`src/rtl/frame_loader.sv`:
```
// frame_loader: turns a valid/ready byte stream into sequential pixel writes
// for the frame buffer, one frame per start command, with a done pulse on the
// last pixel. Every output comes straight from a register.

`ifndef MODE_640X480X1BPPX60HZ
`define MODE_640X480X1BPPX60HZ 0
`endif
`ifndef MODE_640X480X2BPPX60HZ
`define MODE_640X480X2BPPX60HZ 1
`endif
`ifndef MODE_640X480X3BPPX60HZ
`define MODE_640X480X3BPPX60HZ 2
`endif

module frame_loader #(
  parameter int MODE         = `MODE_640X480X3BPPX60HZ,
  parameter int FRAME_PIXELS = 307200,
  parameter int ADDR_W       = $clog2(FRAME_PIXELS),
  localparam int BPP         = (MODE == `MODE_640X480X1BPPX60HZ) ? 1 :
                               (MODE == `MODE_640X480X2BPPX60HZ) ? 2 : 3
) (
  input  logic              clk_i,
  input  logic              rst_i,
  input  logic              start_i,
  input  logic              abort_i,
  input  logic [7:0]        data_i,
  input  logic              valid_i,
  output logic              ready_o,
  output logic              we_o,
  output logic [ADDR_W-1:0] waddr_o,
  output logic [BPP-1:0]    wdata_o,
  output logic              busy_o,
  output logic              done_o,
  output logic [ADDR_W-1:0] pixel_count_o
);

  typedef enum logic [0:0] {
    ST_IDLE = 1'b0,
    ST_LOAD = 1'b1
  } state_t;

  localparam logic [ADDR_W-1:0] LAST_ADDR = ADDR_W'(FRAME_PIXELS - 1);
  localparam logic [ADDR_W-1:0] ADDR_ONE  = ADDR_W'(1);

  state_t              state_r;
  state_t              state_s;
  logic [ADDR_W-1:0]   addr_r;
  logic [ADDR_W-1:0]   addr_s;
  logic                we_r;
  logic                we_s;
  logic                done_r;
  logic                done_s;
  logic [ADDR_W-1:0]   waddr_r;
  logic [BPP-1:0]      wdata_r;

  // State and pixel address register; reset drops any partial frame.
  always_ff @(posedge clk_i) begin
    if (rst_i) begin
      state_r <= ST_IDLE;
      addr_r  <= {ADDR_W{1'b0}};
    end else begin
      state_r <= state_s;
      addr_r  <= addr_s;
    end
  end

  // Next state, next address and write strobes; abort beats a valid byte.
  always_comb begin
    state_s = state_r;
    addr_s  = addr_r;
    we_s    = 1'b0;
    done_s  = 1'b0;
    case (state_r)
      ST_IDLE: begin
        if (start_i && !abort_i) begin
          state_s = ST_LOAD;
          addr_s  = {ADDR_W{1'b0}};
        end else begin
          state_s = ST_IDLE;
        end
      end
      ST_LOAD: begin
        if (abort_i) begin
          state_s = ST_IDLE;
          addr_s  = {ADDR_W{1'b0}};
        end else if (valid_i) begin
          we_s = 1'b1;
          if (addr_r == LAST_ADDR) begin
            done_s  = 1'b1;
            addr_s  = {ADDR_W{1'b0}};
            state_s = ST_IDLE;
          end else begin
            addr_s = addr_r + ADDR_ONE;
          end
        end else begin
          state_s = ST_LOAD;
        end
      end
      default: begin
        state_s = ST_IDLE;
        addr_s  = {ADDR_W{1'b0}};
      end
    endcase
  end

  // Write port registers: address/data update only on an accepted byte.
  always_ff @(posedge clk_i) begin
    if (rst_i) begin
      we_r    <= 1'b0;
      done_r  <= 1'b0;
      waddr_r <= {ADDR_W{1'b0}};
      wdata_r <= {BPP{1'b0}};
    end else begin
      we_r   <= we_s;
      done_r <= done_s;
      if (we_s) begin
        waddr_r <= addr_r;
        wdata_r <= data_i[BPP-1:0];
      end else begin
        waddr_r <= waddr_r;
        wdata_r <= wdata_r;
      end
    end
  end

  assign ready_o       = (state_r == ST_LOAD);
  assign busy_o        = (state_r == ST_LOAD);
  assign we_o          = we_r;
  assign done_o        = done_r;
  assign waddr_o       = waddr_r;
  assign wdata_o       = wdata_r;
  assign pixel_count_o = addr_r;

endmodule

```
`config.mk`:
```
export PLATFORM = sky130hd
export DESIGN_NAME = frame_loader
export DESIGN_NICKNAME = d
export VERILOG_FILES = /design/src/rtl/frame_loader.sv
export SDC_FILE = /design/constraint.sdc
export NUM_CORES = 1
export LEC_CHECK = 0
export ABC_AREA = 1
export CORE_MARGIN = 1.5
export CORE_UTILIZATION = 51
export CTS_CLUSTER_DIAMETER = 150
export DETAILED_ROUTE_END_ITERATION = 10
export PLACE_DENSITY_LB_ADDON = 0.12
export SYNTH_ARGS = -nofsm -noshare
export SYNTH_HDL_FRONTEND = slang
export SYNTH_SLANG_ARGS = --single-unit
```
`constraint.sdc`:
```
create_clock -name clk_i -period 3.9 [get_ports clk_i]
set_input_delay 0.39 -clock clk_i [delete_from_list [all_inputs] [get_ports clk_i]]
set_output_delay 0.39 -clock clk_i [all_outputs]
set_load 0.02 [all_outputs]
```
==> impl_metrics.tcl <==
set metrics [dict create \
    status "finished, final reports clean" \
    start_util 0.529 \
    coreArea_um2 4000 \
    syn_area_um2 2110 \
    post_cts_buffers 0 \
    grt_util_all_layers 0.232 \
    nets 350 \
    syn_inst 288 \
    hold_path.class "reg2reg" \
    synthSimpleGateAreaFrac 0.395 \
    power.share.clock 0.403 \
    core.rowCount 23 \
    grt_antenna_before_repair 0 \
    finalSetupTns_ns 0 \
    path_delay_family "buffers and inverters" \
    ctsResizeCount 0 \
    finalInstanceArea_um2 2750 \
    drt_iter0_drc 134 \
    drive_gt1_frac 0.122 \
    drcViolationCount 0 \
    vias_per_cell 5.06 \
    critPathKind "in2reg" \
    setup_viol 0 \
    yosys_warnings 0 \
    cp.required_ns 4.14 \
    grt_overflow_total 0 \
    place_congestion 0.848 \
    cp-start-kind "primary input" \
    vias 1960 \
    ys_types 30 \
    netSwitchingPower_mw 0.212 \
    dieArea_um2 4540 \
    io_pins 58 \
    layout_common_cells "nand2_1, clkdlybuf4s50_1, dfxtp_1, nand3_1, a21oi_1" \
    place_area_um2 2640 \
    clk_latency_ns 0.30 \
    avgRoutedWirePerCell_um 12.4 \
    avgSynthCellArea_um2 7.34 \
    yosys.area_share.adder 0.00592 \
    peakVddDrop_v 0.000275 \
    n_antenna_cell 0 \
    fillCellCount 352 \
    synth_seq_cells 44 \
    synthTopCellsByArea "dfxtp_1, nand2_1, nand3_1" \
    worst_path_max_delay_cell "clkdlybuf4s50_1" \
    grtUsageMet2 0.335 \
    power_mw 0.881 \
    grt_util_met1 0.327 \
    ctsHtreeMaxLevel 2 \
    slew_viol_final 0 \
    synth_xor_area_frac 0.0207 \
    min_period_over_period 0.551 \
    die-height_um 67.4 \
    setup_ws_ns 1.75 \
    place_ws_ns 1.46 \
    yosysSeqAreaShare 0.417 \
    layout_commonest_cell "nand2_1" \
    seqPwrFrac 0.518 \
    path_common_cell "nand2_1" \
    ant_nets 0 \
    yosys-mux-area-fraction 0 \
    synth_top_family_by_area "simple AND/OR/NAND/NOR gates" \
    drt_wl_total_um 4790 \
    use_met3 0.0600 \
    worst_slew_pin_slew_ns 0.701 \
    grt_busiest_layer "met2" \
    finalHoldViolCount 0 \
    rsz0062_at_grt "false" \
    critPathBufInv 3 \
    fin_crit_ns 2.15 \
    path_cells "clkdlybuf4s50_1 -> buf_4 -> o21ai_1 -> nand2_4 -> inv_2 -> nor2_2 -> nand2_1 -> nand2_1 -> nand2_1 -> nor2_2" \
    port_buffers 52 \
    hold_slack_ns 0.465 \
    fmax_ghz 0.466 \
    slew_headroom 0.532 \
    crit_arrival_ns 2.39 \
    fp.dieW_um 67.4 \
    synth_compound_area_frac 0.0781 \
    clock_path_buffers 2 \
    p_leak_nw 1.01 \
    clk_pin_slew_ns 0.09 \
    syn_to_final_growth_pct 30.1 \
    grt_pass1_vias 1669 \
    p_int_mw 0.668 \
    drv_cap 0 \
    synthDominantCellAreaShare 0.417 \
    syn_nets 302 \
    worstPathMaxFanout 24 \
    powerDensity_nw_per_um2 320 \
    p_sw_frac 0.241 \
    numCtsBuffers 5 \
    cts_tree "built" \
    dp_hpwl_um 3390 \
    postCtsHoldBufs 0 \
    cts-root-buf "clkbuf_8" \
    first_pass_iters 4 \
    grt_pass1_wl_um 7770 \
    yosysTopAreaCell "dfxtp_1" \
    grt_max_degree 28 \
    comb_power_share 0.079 \
    slowest_delay_ns 0.71 \
    skew_ns 0.00465 \
    end_kind "flop" \
    clock-sinks 44 \
]
[layer usage]
metal,vias to the layer above,wire length (um)
met5,-,0
met4,0,60
met3,4,240
met2,44,2150
met1,893,2330
li1,1019,-
[synth_stat cells (all sizes together)]
cell type,number
a21boi,1
a21o,1
a21oi,25
and3,1
buf,9
clkbuf,5
dfxtp,44
ha,1
inv,25
nand2,81
nand3,39
nand3b,1
nand4,6
nor2,39
nor3,1
o21ai,2
o21bai,1
o31ai,1
xnor2,1
xor2,4
[power groups by stage]
stage                     clock network, mW  logic [mW]  registers, mW
after floorplan                           0      0.0488          0.469
after global placement                    0      0.0695          0.467
after detailed placement                  0      0.0699          0.467
after CTS                             0.366      0.0704          0.456
after global routing                  0.386      0.0771          0.456
final                                 0.355      0.0698          0.456
[worst paths after layout]
kind                                                    start                             end  slack, ns  cells after the start
worst max-delay path                                  valid_i  pixel_count_o[17]$_SDFFE_PP0P_       1.75                     10
worst min-delay path                  waddr_o[1]$_SDFFE_PP0P_         waddr_o[1]$_SDFFE_PP0P_       0.46                      2
worst max register to register  pixel_count_o[0]$_SDFFE_PP0P_  pixel_count_o[18]$_SDFFE_PP0P_       2.16                     10
worst min register to register        waddr_o[1]$_SDFFE_PP0P_         waddr_o[1]$_SDFFE_PP0P_       0.46                      2
[kinds of logic after synthesis]
kind of cell             count (synthesis)
AO/OA/AOI/OAI                           31
XOR/XNOR                                 5
adder cells (fa/ha/maj)                  1
buffers and inverters                   39
flip-flops                              44
AND/OR/NAND/NOR                        168
[metrics by stage]
stage | utilization | std cells
after floorplan | - | 288
after global placement | 0.659 | 379
after detailed placement | 0.659 | 379
after CTS | 0.688 | 387
after global routing | 0.688 | 387
final | 0.688 | 387
[registers in the layout, indices dropped and copies added (netlist names)]
| register | flops |
|---|---|
| pixel_count_o | 19 |
| waddr_o | 19 |
| wdata_o | 3 |
| busy_o | 1 |
| done_o | 1 |
| we_o | 1 |
[tightest hold or removal path, cell delays in order, from the launching register on]
cell and delay (ns):
dfxtp_1 0.31, nand2_1 0.06, a21oi_1 0.05
[final cells by class]
type / count / area (um2) / share of cell area
multi-input combinational: 205 / 1060 / 0.384
sequential: 44 / 881 / 0.320
timing repair buffer: 55 / 543 / 0.197
inverter: 25 / 93.8 / 0.0341
clock buffer: 5 / 68.8 / 0.0250
tap: 50 / 62.6 / 0.0227
clock inverter: 3 / 46.3 / 0.0168
(Power assumes the default switching activity.)
